**src/rtl/dual_issue_ctrl.sv**
```systemverilog
`default_nettype none
// ============================================================================
// Module   : dual_issue_ctrl
// Purpose  : Scheduler and pipeline controller for the dual-issue ID->EX
//            boundary. Each cycle it decides whether the decoded pair issues
//            as master+slave, master only, or nothing. It drives the ID/EX
//            per-lane enable/clear pins and the IF/ID and EX/MEM controls,
//            reports how many queue entries were consumed, and sequences
//            divide stalls and exception/ERET flushes.
//
// Parameters:
//   FLUSH_CYCLES  cycles the clears stay high after an exception flush (1..7)
//   DIV_TIMEOUT   watchdog limit for the divide wait, in cycles
//
// Ports:
//   clk, rst              clock, synchronous active-high reset
//   d_master_valid/d_slave_valid, slave_raw_dep, master_is_mem,
//   slave_is_mem, slave_is_ctrl    pair pairing information from decode
//   load_use, div_start, div_done, mem_stall, except_flush, branch_flush
//                         pipeline hazard / event inputs
//   if_id_ena/clear, id_ex_ena1/2, id_ex_clear1/2, ex_mem_ena/clear
//                         pipeline register controls (combinational)
//   issue_cnt             queue entries consumed this cycle (0..2)
//   div_timeout           sticky divide watchdog flag, cleared by rst only
//
// Optional build macro:
//   ISSUE_STATS_EN        adds saturating counters stat_dual, stat_single,
//                         stat_stall
//
// Revision : 1.0 - initial release
// ============================================================================
module dual_issue_ctrl #(
    parameter int FLUSH_CYCLES = 1,
    parameter int DIV_TIMEOUT  = 40
) (
    input  logic        clk,
    input  logic        rst,
    input  logic        d_master_valid,
    input  logic        d_slave_valid,
    input  logic        slave_raw_dep,
    input  logic        master_is_mem,
    input  logic        slave_is_mem,
    input  logic        slave_is_ctrl,
    input  logic        load_use,
    input  logic        div_start,
    input  logic        div_done,
    input  logic        mem_stall,
    input  logic        except_flush,
    input  logic        branch_flush,
    output logic        if_id_ena,
    output logic        if_id_clear,
    output logic        id_ex_ena1,
    output logic        id_ex_ena2,
    output logic        id_ex_clear1,
    output logic        id_ex_clear2,
    output logic        ex_mem_ena,
    output logic        ex_mem_clear,
    output logic [1:0]  issue_cnt,
    output logic        div_timeout
`ifdef ISSUE_STATS_EN
    ,
    output logic [31:0] stat_dual,
    output logic [31:0] stat_single,
    output logic [31:0] stat_stall
`endif
);

    localparam int c_DW = $clog2(DIV_TIMEOUT + 1);

    localparam logic [1:0] c_ST_RUN   = 2'd0;
    localparam logic [1:0] c_ST_DIV   = 2'd1;
    localparam logic [1:0] c_ST_FLUSH = 2'd2;

    logic [1:0]      r_state;
    logic [2:0]      r_flush_cnt;
    logic [c_DW-1:0] r_div_cnt;
    logic            r_div_timeout;

    logic            w_dual;
    logic            w_kill_all;
    logic            w_do_issue;
    logic            w_run_evt;
    logic [c_DW-1:0] w_div_nxt;
    logic            w_div_expire;

    // The slave may only ride along when it is independent of the master,
    // does not share the single memory port, and is not a master-only class.
    assign w_dual = d_master_valid & d_slave_valid & ~slave_raw_dep &
                    ~(master_is_mem & slave_is_mem) & ~slave_is_ctrl;

    // Reset, a committed exception and the flush window all clear every stage.
    assign w_kill_all = rst | except_flush | (r_state == c_ST_FLUSH);

    // RUN with no stall-class event pending: load_use / branch_flush decide.
    assign w_run_evt = (r_state == c_ST_RUN) & ~mem_stall & ~div_start;

    // Normal issue: plain RUN with no events, or the cycle the divider
    // returns its result (the divide leaves E and the pair may follow it).
    assign w_do_issue = ~w_kill_all &
                        (((r_state == c_ST_DIV) & div_done) |
                         (w_run_evt & ~load_use & ~branch_flush));

    assign w_div_nxt    = r_div_cnt + c_DW'(1);
    assign w_div_expire = (w_div_nxt == c_DW'(DIV_TIMEOUT));

    assign div_timeout = r_div_timeout;

    // ------------------------------------------------------------------
    // Pipeline controls. Lane enables are the complement of lane clears
    // when issuing so a lane is never loaded and flushed at once.
    // ------------------------------------------------------------------
    always_comb begin
        if_id_ena    = 1'b0;
        if_id_clear  = 1'b0;
        id_ex_ena1   = 1'b0;
        id_ex_ena2   = 1'b0;
        id_ex_clear1 = 1'b0;
        id_ex_clear2 = 1'b0;
        ex_mem_ena   = 1'b0;
        ex_mem_clear = 1'b0;
        issue_cnt    = 2'd0;

        if (w_kill_all) begin
            if_id_clear  = 1'b1;
            id_ex_clear1 = 1'b1;
            id_ex_clear2 = 1'b1;
            ex_mem_clear = 1'b1;
        end else if (w_do_issue) begin
            if_id_ena    = 1'b1;
            ex_mem_ena   = 1'b1;
            id_ex_ena1   = d_master_valid;
            id_ex_clear1 = ~d_master_valid;
            id_ex_ena2   = w_dual;
            id_ex_clear2 = ~w_dual;
            issue_cnt    = w_dual ? 2'd2 : (d_master_valid ? 2'd1 : 2'd0);
        end else if (w_run_evt && load_use) begin
            // Hold D, push a bubble into EX, let the load proceed.
            id_ex_clear1 = 1'b1;
            id_ex_clear2 = 1'b1;
            ex_mem_ena   = 1'b1;
        end else if (w_run_evt && branch_flush) begin
            // Master is the delay slot and still issues; the slave and
            // everything fetched behind it is on the wrong path.
            if_id_clear  = 1'b1;
            ex_mem_ena   = 1'b1;
            id_ex_ena1   = d_master_valid;
            id_ex_clear1 = ~d_master_valid;
            id_ex_clear2 = 1'b1;
            issue_cnt    = {1'b0, d_master_valid};
        end
        // Remaining cases (mem_stall, div_start, waiting on the divider)
        // freeze every stage with all controls low.
    end

    // ------------------------------------------------------------------
    // State, counters and sticky watchdog flag.
    // ------------------------------------------------------------------
    always_ff @(posedge clk) begin
        if (rst) begin
            r_state       <= c_ST_RUN;
            r_flush_cnt   <= 3'd0;
            r_div_cnt     <= '0;
            r_div_timeout <= 1'b0;
        end else if (except_flush) begin
            r_state     <= c_ST_FLUSH;
            r_flush_cnt <= 3'(FLUSH_CYCLES - 1);
            r_div_cnt   <= '0;
        end else begin
            case (r_state)
                c_ST_RUN: begin
                    if (!mem_stall && div_start) begin
                        r_state   <= c_ST_DIV;
                        r_div_cnt <= '0;
                    end
                end
                c_ST_DIV: begin
                    if (div_done) begin
                        r_state   <= c_ST_RUN;
                        r_div_cnt <= '0;
                    end else if (w_div_expire) begin
                        r_state       <= c_ST_RUN;
                        r_div_cnt     <= '0;
                        r_div_timeout <= 1'b1;
                    end else begin
                        r_div_cnt <= w_div_nxt;
                    end
                end
                c_ST_FLUSH: begin
                    if (r_flush_cnt == 3'd0) begin
                        r_state <= c_ST_RUN;
                    end else begin
                        r_flush_cnt <= r_flush_cnt - 3'd1;
                    end
                end
                default: begin
                    r_state <= c_ST_RUN;
                end
            endcase
        end
    end

`ifdef ISSUE_STATS_EN
    // Saturating issue statistics; cycles spent flushing are not stalls.
    always_ff @(posedge clk) begin
        if (rst) begin
            stat_dual   <= 32'd0;
            stat_single <= 32'd0;
            stat_stall  <= 32'd0;
        end else begin
            if (issue_cnt == 2'd2 && stat_dual != 32'hFFFF_FFFF) begin
                stat_dual <= stat_dual + 32'd1;
            end
            if (issue_cnt == 2'd1 && stat_single != 32'hFFFF_FFFF) begin
                stat_single <= stat_single + 32'd1;
            end
            if (issue_cnt == 2'd0 && r_state != c_ST_FLUSH &&
                stat_stall != 32'hFFFF_FFFF) begin
                stat_stall <= stat_stall + 32'd1;
            end
        end
    end
`endif

endmodule
`default_nettype wire

```
**config.mk**
```make
export PLATFORM = sky130hd
export DESIGN_NAME = dual_issue_ctrl
export DESIGN_NICKNAME = d
export VERILOG_FILES = /design/src/rtl/dual_issue_ctrl.sv
export SDC_FILE = /design/constraint.sdc
export NUM_CORES = 1
export LEC_CHECK = 0
export ABC_AREA = 1
export ABC_CLOCK_PERIOD_IN_PS = 2600
export BUFFER_PORTS_ARGS = -buffer_cell sky130_fd_sc_hd__buf_2
export CAP_MARGIN = 30
export CORE_MARGIN = 10
export CORE_UTILIZATION = 52
export CTS_CLUSTER_SIZE = 16
export DETAILED_ROUTE_END_ITERATION = 10
export PLACE_DENSITY = 0.84
export SYNTH_ARGS = -nofsm -noshare
export SYNTH_HDL_FRONTEND = slang
export SYNTH_SLANG_ARGS = --single-unit
```
**constraint.sdc**
```tcl
create_clock -name clk -period 2.6 [get_ports clk]
set_input_delay 0.26 -clock clk [delete_from_list [all_inputs] [get_ports clk]]
set_output_delay 0.26 -clock clk [all_outputs]
set_load 0.005 [all_outputs]
```
==> results of run 1 <==
==> final cells by class <==
cell class	instances	area share, %
Inverter	24	9.78
Clock buffer	4	3.94
Sequential cell	12	26.1
Timing Repair Buffer	24	13.0
Multi-Input combinational cell	82	45.1
Tap cell	15	2.04
==> state kept, by name, indices dropped and copies added, names as in the netlist <==
name / flops
div_timeout: 1
r_flush_cnt: 3
r_state: 2
r_div_cnt: 6
==> where the power goes <==
part,internal (mW),switching [mW]
clock,0.0850,0.0669
sequential,0.185,0.000814
combinational,0.0184,0.0258
total,0.288,0.0936
==> path summary, 6_finish.rpt <==
path                                             startpoint                     endpoint  slack, ps  depth (start not counted)
worst min-delay path                                    rst      r_state[1]$_SDFFE_PP0P_        200                          2
worst max register to register    r_div_cnt[1]$_SDFFE_PP0P_    r_div_cnt[0]$_SDFFE_PP0P_       1250                          8
worst max-delay path                r_state[0]$_SDFFE_PP0P_                 id_ex_clear2        830                          7
worst min register to register  r_flush_cnt[2]$_SDFFE_PP0P_  r_flush_cnt[2]$_SDFFE_PP0P_        470                          2
==> through the flow <==
stage	instance area [µm²]	utilization, %	hold WS, ps	worst slack (ps)	total power, mW
final	921	68.2	196	825	0.382
after global routing	921	68.2	201	588	0.398
after CTS	921	68.2	201	812	0.380
after detailed placement	885	65.5	461	1080	0.234
after global placement	885	65.5	464	1130	0.233
after floorplan	764	-	329	1260	0.216
==> worst register-to-register path: stages, from the launching register on <==
cell and delay (ps):
dfxtp_1 380, ha_1 230, nand3_1 90, nand2_1 80
nand3_1 70, nor2_1 130, nand2_1 100, nand2_1 90
a21oi_1 70
==> Yosys cell counts, drive strengths merged <==
library cell / count
and2: 1
nor2: 18
buf: 2
ha: 3
nor3: 2
inv: 24
a21oi: 12
o21ai: 9
nand4: 3
dfxtp: 12
nand3: 9
nand2: 23
a31oi: 2
==> logic make-up after synthesis <==
logic type / after synthesis / synth area share (%)
buffers and inverters: 26 / 14.2
AO/OA/AOI/OAI: 23 / 15.9
adder cells (fa/ha/maj): 3 / 4.91
AND/OR/NAND/NOR: 56 / 33.6
flip-flops: 12 / 31.4
==> per-layer routing <==
layer,up-vias,share of wire (%),track usage (%)
met3,4,7.8,3.86
li1,435,-,-
met4,0,0.94,3.02
met2,21,45,17.6
met1,342,46,12.9
met5,-,0,0
==> results.cfg, run 1 <==
[worst_setup_path]
crit_required_ps = 2340
slowest_delay_ps = 340
crit_family = simple AND/OR/NAND/NOR gates
end_kind = output port
arrival_ps = 1510
crit_type = reg2out
worst-path-buf-inv = 1
cp-start-kind = flop
crit_path_cell_trace = nor2_1 > nand3_1 > o21ai_2 > nand2_1 > nor2_2 > a31oi_1 > buf_2
crit_slowest_cell = dfxtp_1
crit_path_max_fanout = 5

[logic_synthesis]
ys_ff_latch = 12
synth_area_leaders = dfxtp_1, nand2_1, inv_1, a21oi_1, nor2_1
yosysWarnings = 0
synthesis.nets = 137
synthCells = 120
syn_area_um2 = 764
avgSynthCellArea_um2 = 6.37
synth.largest_area_cell = dfxtp_1
synth.top_cell.area_share_pct = 31.4
synth_cell_type_count = 20
synth_seq_area_share_pct = 31.4

[clocking]
root_buffer = clkbuf_4
clk_pin_slew_ps = 90
clk_latency_ps = 270
cts-resized-gates = 0
htree_levels = 1
post_cts_buffers = 0
cts_buffers = 3
cts_sinks = 12
cts_hold_buf = 0
cts_tree = yes
cts_buffer_depth = 2

[detailed_routing]
first_pass_iters = 4
wire_per_inst_um = 11.2
via_per_inst = 4.98
drc_errors = 0
drt_iter0_drc = 14
routed_wl_mm = 1.81
detail-route-antenna-nets = 0
vias = 802

[global_routing]
grt_pass1_wl_mm = 3.06
grt_overflow_total = 0
antenna_found_initial = 0
grt_usage_pct = 10.8
grt_pass1_vias = 728
grt_start_max_net_pins = 8

[layout]
nets = 164
synthToLayoutAreaGrowth_pct = 20.5
regArea_um2 = 240
multi_input_area_um2 = 415
final_cells = 161
layout_commonest_cell = buf_2
antenna-diode-count = 0
fillers = 132
final_cell_mix = buf_2, nand2_1, inv_1, nor2_1
drive_above_1_share_pct = 24.0

[sta]
setup_tns_ps = 0
slew_violations = 0
fmax_mhz = 563
worst_pin_slew_ps = 344
finalClockSkew_ps = 9.43
final.min_clock_period_ps = 1770
setup_viol = 0
rsz0062_at_grt = no
fin_crit_sh_pct = 68.3
hold_violations = 0
slew_headroom_pct = 77.0

[pwr]
irDropWorstVdd_v = 0.000416
power_leakage_nw = 0.451
power_density_nw_per_um2 = 415

[die]
die_y_um = 58.3
coreArea_um2 = 1350
die-area_um2 = 3400
start_util_pct = 56.6
std_cell_rows = 13
io_pins = 25
die_x_um = 58.3

[run]
drv_cap = 0

[run_status]
status = finished clean

[place]
dp_hpwl_mm = 1.53
port-buffer-count = 24
dp.cells = 157
gp_congestion = 0.777

[worst_hold_path]
hold_class = in2reg
Power figures use the tool's default switching activity.
==> inputs of run 2 (changes only) <==
==> config.mk (replaced) <==
export PLATFORM = sky130hd
export DESIGN_NAME = dual_issue_ctrl
export DESIGN_NICKNAME = d
export VERILOG_FILES = /design/src/rtl/dual_issue_ctrl.sv
export SDC_FILE = /design/constraint.sdc
export NUM_CORES = 1
export LEC_CHECK = 0
export ABC_AREA = 0
export ABC_CLOCK_PERIOD_IN_PS = 1500
export BUFFER_PORTS_ARGS = -buffer_cell sky130_fd_sc_hd__buf_2
export CAP_MARGIN = 30
export CORE_MARGIN = 10
export CORE_UTILIZATION = 44
export CTS_CLUSTER_SIZE = 16
export DETAILED_ROUTE_END_ITERATION = 10
export PLACE_DENSITY = 0.75
export SYNTH_ARGS = -nofsm -noshare
export SYNTH_HDL_FRONTEND = slang
export SYNTH_SLANG_ARGS = --single-unit
==> constraint.sdc (replaced) <==
create_clock -name clk -period 1.5 [get_ports clk]
set_input_delay 0.15 -clock clk [delete_from_list [all_inputs] [get_ports clk]]
set_output_delay 0.15 -clock clk [all_outputs]
set_load 0.005 [all_outputs]
==> run 2 against run 1 <==
  * The run now ends with setup timing left
  * Synthesized cell count fell by 12%
  * Synthesized area rose by 6.9%
  * Worst hold slack got worse by 130 ps
  * Non-clock buffer count rose by 13
  * Final cell count rose by 4.3%
  * Sequential share of layout area fell by 5.7 points
  * Setup slack got worse by 1100 ps
  * Die area rose by 17%
  * Largest power group unchanged
==> results.cfg, run 2 <==
[worst_setup_path]
crit_required_ps = 1350
arrival_ps = 1620
rrSetupSlack_ps = 10
reg2reg_depth = 6
crit_type = reg2out
end_kind = output port
reg2reg_from = r_state[1]$_SDFFE_PP0P_
reg2reg_to = r_div_cnt[5]$_SDFFE_PP0P_
crit_path_max_fanout = 3
cp-start-kind = flop

[clocking]
root_buffer = clkbuf_4
clk_pin_slew_ps = 80
cts_hold_buf = 0
cts_buffers = 3
htree_levels = 1
cts_tree = yes
cts_sinks = 12
clk_latency_ps = 290
cts_buffer_depth = 2

[global_routing]
grt_overflow_total = 0
antenna_found_initial = 0
grt_usage_pct = 10.6
grt_start_max_net_pins = 10
grt_pass1_wl_mm = 3.53
grt_pass1_vias = 789

[worst_hold_path]
hold_class = in2reg
worstHoldStart = rst
whs_path_depth = 2
min_to = r_state[1]$_SDFFE_PP0P_

[sta]
hold_violations = 0
setup_tns_ps = -1910
slew_violations = 0
finalClockSkew_ps = 5.11
fin_crit_sh_pct = 118
rsz0062_at_grt = yes
layout_setup_ws_ps = -273
final.min_clock_period_ps = 1770
slew_headroom_pct = 80.2
setup_viol = 10
fmax_mhz = 564
worst_pin_slew_ps = 296
holdWs_ps = 61.4

[layout]
antenna-diode-count = 0
final_cells = 168
synthToLayoutAreaGrowth_pct = 45.5
nets = 161
final_cell_mix = buf_2, nor2_1, dfxtp_1, nand2_1, a21oi_1
drive_above_1_share_pct = 44.8
regMostFlops = r_div_cnt
largest_register_ffs = 6
reg.largest.list = r_div_cnt (6), r_flush_cnt (3), r_state (2)
layout_commonest_cell = buf_2

[logic_synthesis]
ys_ff_latch = 12
avgSynthCellArea_um2 = 7.71
synth-edff-count = 0
yosysWarnings = 0
synth_area_leaders = dfxtp_1, nor2_1, a21oi_1, o21ai_1, ha_1
synth.largest_area_cell = dfxtp_1
synth.top_cell.area_share_pct = 29.4
synth_most_common_cell = nor2_1
synthesis.nets = 123
asyncSetResetFlopFracSynth_pct = 0
synth_cell_type_count = 43
netlist_top_cells_count = nor2_1, dfxtp_1, nand2_1
syn_area_um2 = 817
synth_flop_cell = dfxtp_1
synth_seq_area_share_pct = 29.4
synthCells = 106

[detailed_routing]
drt_iter0_drc = 11
vias = 887
detail-route-antenna-nets = 0
wire_per_inst_um = 13.9
first_pass_iters = 4
drc_errors = 0
routed_wl_mm = 2.34
via_per_inst = 5.28

[die]
start_util_pct = 46.8
coreArea_um2 = 1750
io_pins = 25
die_y_um = 63.1
die_x_um = 63.1
std_cell_rows = 15
die-area_um2 = 3980

[place]
post-place-ws_ps = 24.4
port-buffer-count = 24
dp.cells = 157
dp_hpwl_mm = 1.61
gp_congestion = 0.860

[run_status]
status = finished, violations left
violations = setup timing

[run]
drv_cap = 0

[pwr]
power_mw = 0.726
power_leakage_nw = 0.472
irDropWorstVdd_v = 0.000479
power_density_nw_per_um2 = 611
## run 2: changes by cell type in the layout (fill, tap and decap cells not counted), sizes merged, moves of 3 or more
cell and change:
inv -21, buf +13, nand2 -13, nand3 -4, a21oi -3, nand2b +3, nor2b +3
## run 2: how the worst max path moves through the flow
stage | depth (start not counted) | startpoint | end | slack, ps
finish | 5 | r_state[0]$_SDFFE_PP0P_ | issue_cnt[0] | -270
global route | 5 | r_state[0]$_SDFFE_PP0P_ | issue_cnt[1] | -330
global placement | 5 | r_state[0]$_SDFFE_PP0P_ | id_ex_ena2 | 50
floorplan | 6 | r_state[0]$_SDFFE_PP0P_ | issue_cnt[1] | -70
detailed placement | 5 | r_state[0]$_SDFFE_PP0P_ | issue_cnt[1] | 20
CTS | 5 | r_state[0]$_SDFFE_PP0P_ | id_ex_ena2 | -270
## run 2: cell families after synthesis
group / Yosys count / share of synthesized area (%)
simple gates: 53 / 35.5
compound gates: 28 / 22.7
flops: 12 / 29.4
buf+inv: 8 / 5.36
fa+ha+maj: 3 / 4.59
xor+xnor: 1 / 1.07
mux: 1 / 1.38
## run 2: area by class of cell
| class | instances | area, µm² |
|---|---|---|
| Timing Repair Buffer | 37 | 246 |
| Multi-Input combinational cell | 86 | 614 |
| Tap cell | 25 | 31.3 |
| Fill cell | 149 | 557 |
| Inverter | 4 | 17.5 |
| Sequential cell | 12 | 243 |
| Clock buffer | 4 | 36.3 |
## run 2: power by group
part           switching [mW]  leakage (nW)  internal, mW  total, mW
clock                   0.122        0.0210         0.148      0.270
combinational          0.0679         0.353        0.0653      0.133
sequential            0.00195        0.0977         0.321      0.323
total                   0.192         0.472         0.534      0.726
## run 2: per-layer routing
metal / track usage (%) / vias to the layer above / wire length, µm
met5: 0 / - / 0
met4: 6.15 / 0 / 43
met3: 1.94 / 5 / 97
met2: 18.5 / 21 / 1230
met1: 11.7 / 412 / 974
li1: - / 449 / -
## run 2: through the flow
step,instance area (µm²),utilization [%]
2_1_floorplan,817,-
3_3_place_gp,985,56.4
3_5_place_dp,985,56.4
4_1_cts,1100,62.9
5_1_grt,1190,68.1
6_report,1190,68.1
## run 2: worst max-delay path, stage by stage (launching register included)
cell and delay [ps]:
dfxtp_2 330, or4_4 540, nor2_4 140, o21ai_1 80, a21oi_1 120, buf_2 130
## run 2: timing repair
item | 4_1_cts | 5_1_grt
setup endpoints to repair | 10 | 16
buffers inserted | 4 | 3
pin swaps | 7 | 7
endpoints found under the hold margin | 0 | 0
gates resized for setup | 13 | 14
==> inputs of run 3 (changes only) <==
--- a/config.mk
+++ b/config.mk
@@ -6,14 +6,14 @@
 export NUM_CORES = 1
 export LEC_CHECK = 0
 export ABC_AREA = 0
-export ABC_CLOCK_PERIOD_IN_PS = 1500
+export ABC_CLOCK_PERIOD_IN_PS = 2000
 export BUFFER_PORTS_ARGS = -buffer_cell sky130_fd_sc_hd__buf_2
 export CAP_MARGIN = 30
 export CORE_MARGIN = 10
-export CORE_UTILIZATION = 44
+export CORE_UTILIZATION = 49
 export CTS_CLUSTER_SIZE = 16
 export DETAILED_ROUTE_END_ITERATION = 10
-export PLACE_DENSITY = 0.75
+export PLACE_DENSITY = 0.79
 export SYNTH_ARGS = -nofsm -noshare
 export SYNTH_HDL_FRONTEND = slang
 export SYNTH_SLANG_ARGS = --single-unit
==> constraint.sdc (replaced) <==
create_clock -name clk -period 2 [get_ports clk]
set_input_delay 0.2 -clock clk [delete_from_list [all_inputs] [get_ports clk]]
set_output_delay 0.2 -clock clk [all_outputs]
set_load 0.005 [all_outputs]
==> run 3 against run 2 <==
  * The flow now finishes without violations
  * Wire length is 17% lower
  * Final cell count down 13%
  * Setup slack better by 370 ps
  * Utilization shrank 4.7 points
  * Design area down 18%
  * Critical endpoint is now id_ex_ena2
  * Largest cell class unchanged
==> results.cfg, run 3 (synthesized netlist as in run 2, its figures left out) <==
[clocking]
clk_pin_slew_ps = 70
cts_hold_buf = 0
root_buffer = clkbuf_4
cts_sinks = 12
post_cts_buffers = 0
htree_levels = 1
clk_latency_ps = 280
cts_buffer_depth = 2
cts-resized-gates = 0
cts_tree = yes
cts_buffers = 3

[die]
die-area_um2 = 3700
coreArea_um2 = 1540
die_x_um = 60.8
start_util_pct = 53.0
die_y_um = 60.8
io_pins = 25
std_cell_rows = 14

[layout]
final_cell_mix = buf_2, nor2_1, nand2_1, dfxtp_1, a21oi_1
fillers = 141
layout_commonest_cell = buf_2
nets = 149
drive_above_1_share_pct = 32.1
antenna-diode-count = 0
largest_register_ffs = 6
reg.largest.list = r_div_cnt (6), r_flush_cnt (3), r_state (2)
synthToLayoutAreaGrowth_pct = 19.6
regMostFlops = r_div_cnt

[worst_setup_path]
cp-start-kind = flop
end_kind = output port
slowest_delay_ps = 550
crit_family = simple AND/OR/NAND/NOR gates
reg2reg_to = r_div_cnt[3]$_SDFFE_PP0P_
worst-path-buf-inv = 1
reg2reg_from = r_state[0]$_SDFFE_PP0P_
crit_path_max_fanout = 9
arrival_ps = 1700
crit_slowest_cell = or4_4
cp.depth = 5
crit_path_cell_trace = or4_4 > nor3_2 > o21a_2 > and2b_1 > buf_2
crit_type = reg2out
rrSetupSlack_ps = 580
crit_required_ps = 1800
reg2reg_depth = 4

[place]
dp_hpwl_mm = 1.60
gp_congestion = 0.847
port-buffer-count = 24

[pwr]
clkPwrFrac_pct = 38.9
power_density_nw_per_um2 = 510
power_leakage_nw = 0.386
power.internal_mw = 0.378
power_frac_seq_pct = 48.8
power_mw = 0.498
netSwitchingFraction_pct = 24.1
pwr-share-comb_pct = 12.3
p_switching_mw = 0.120
irDropWorstVdd_v = 0.000429

[detailed_routing]
via_per_inst = 5.46
routed_wl_mm = 1.95
wl_met2_mm = 1.02
detail-route-antenna-nets = 0
wire_per_inst_um = 13.3
drt_iter0_drc = 6
drc_errors = 0
met1_length_um = 844
vias = 803
routed-wl-met3_um = 51
first_pass_iters = 2
top_layer_used = met4

[global_routing]
grt_usage_pct = 11.4
grt_overflow_total = 0
grt_pass1_vias = 736
antenna_found_initial = 0
grt_pass1_wl_mm = 3.28
grt_start_max_net_pins = 11

[run]
drv_cap = 0

[sta]
hold_violations = 0
worst_pin_slew_ps = 478
slew_violations = 0
rsz0062_at_grt = yes
setup_viol = 0
fin_crit_sh_pct = 95.0
finalClockSkew_ps = 5.65
fmax_mhz = 526
holdWs_ps = 106
final.min_clock_period_ps = 1900
slew_headroom_pct = 68.1

[worst_hold_path]
min_to = r_state[1]$_SDFFE_PP0P_
worstHoldStart = rst
whs_path_depth = 2
hold_class = in2reg

[run_status]
status = finished clean
==> run 3: stage by stage <==
stage          instance area (µm²)  setup WS [ps]  setup TNS (ps)  std cells  util [%]
2_1_floorplan                  817            381               0        106         -
3_3_place_gp                   936            426               0        143      60.7
3_5_place_dp                   936            367               0        143      60.7
4_1_cts                        972           59.3               0        147      63.1
5_1_grt                        977          -1.28           -1.28        147      63.4
6_report                       977            100               0        147      63.4
==> run 3: power groups by stage <==
| stage | registers, mW | logic, mW | clock network [mW] |
|---|---|---|---|
| floorplan | 0.248 | 0.0337 | 0 |
| global route | 0.244 | 0.0681 | 0.210 |
| global placement | 0.249 | 0.0600 | 0 |
| finish | 0.243 | 0.0612 | 0.194 |
| CTS | 0.244 | 0.0613 | 0.200 |
| detailed placement | 0.249 | 0.0609 | 0 |
==> run 3: final cells by class <==
class                      count  area (µm²)  area share [%]
timing repair buffer          25         128            13.1
multi-input combinational     86         533            54.5
inverter                       4        15.0            1.54
tap                           16        20.0            2.05
clock buffer                   4        36.3            3.71
sequential                    12         245            25.1
==> run 3: metal layers <==
layer  up-vias  global-route usage (%)
met5         -                       0
met3         5                    3.55
met1       364                    12.4
li1        427                       -
met2         7                    19.4
met4         0                    5.64
==> run 3: worst max path at each step <==
stage                       startpoint            to
2_1_floorplan  r_state[0]$_SDFFE_PP0P_  issue_cnt[1]
3_3_place_gp   r_state[1]$_SDFFE_PP0P_    id_ex_ena2
3_5_place_dp   r_state[1]$_SDFFE_PP0P_    id_ex_ena2
4_1_cts        r_state[1]$_SDFFE_PP0P_    id_ex_ena2
5_1_grt        r_state[1]$_SDFFE_PP0P_    id_ex_ena2
6_report       r_state[1]$_SDFFE_PP0P_    id_ex_ena2
==> run 3: worst register-to-register path: stages (launching register included) <==
cell	delay [ps]
dfxtp_2	400
or3b_1	510
nor4_2	260
o21ai_1	100
nand3_1	90
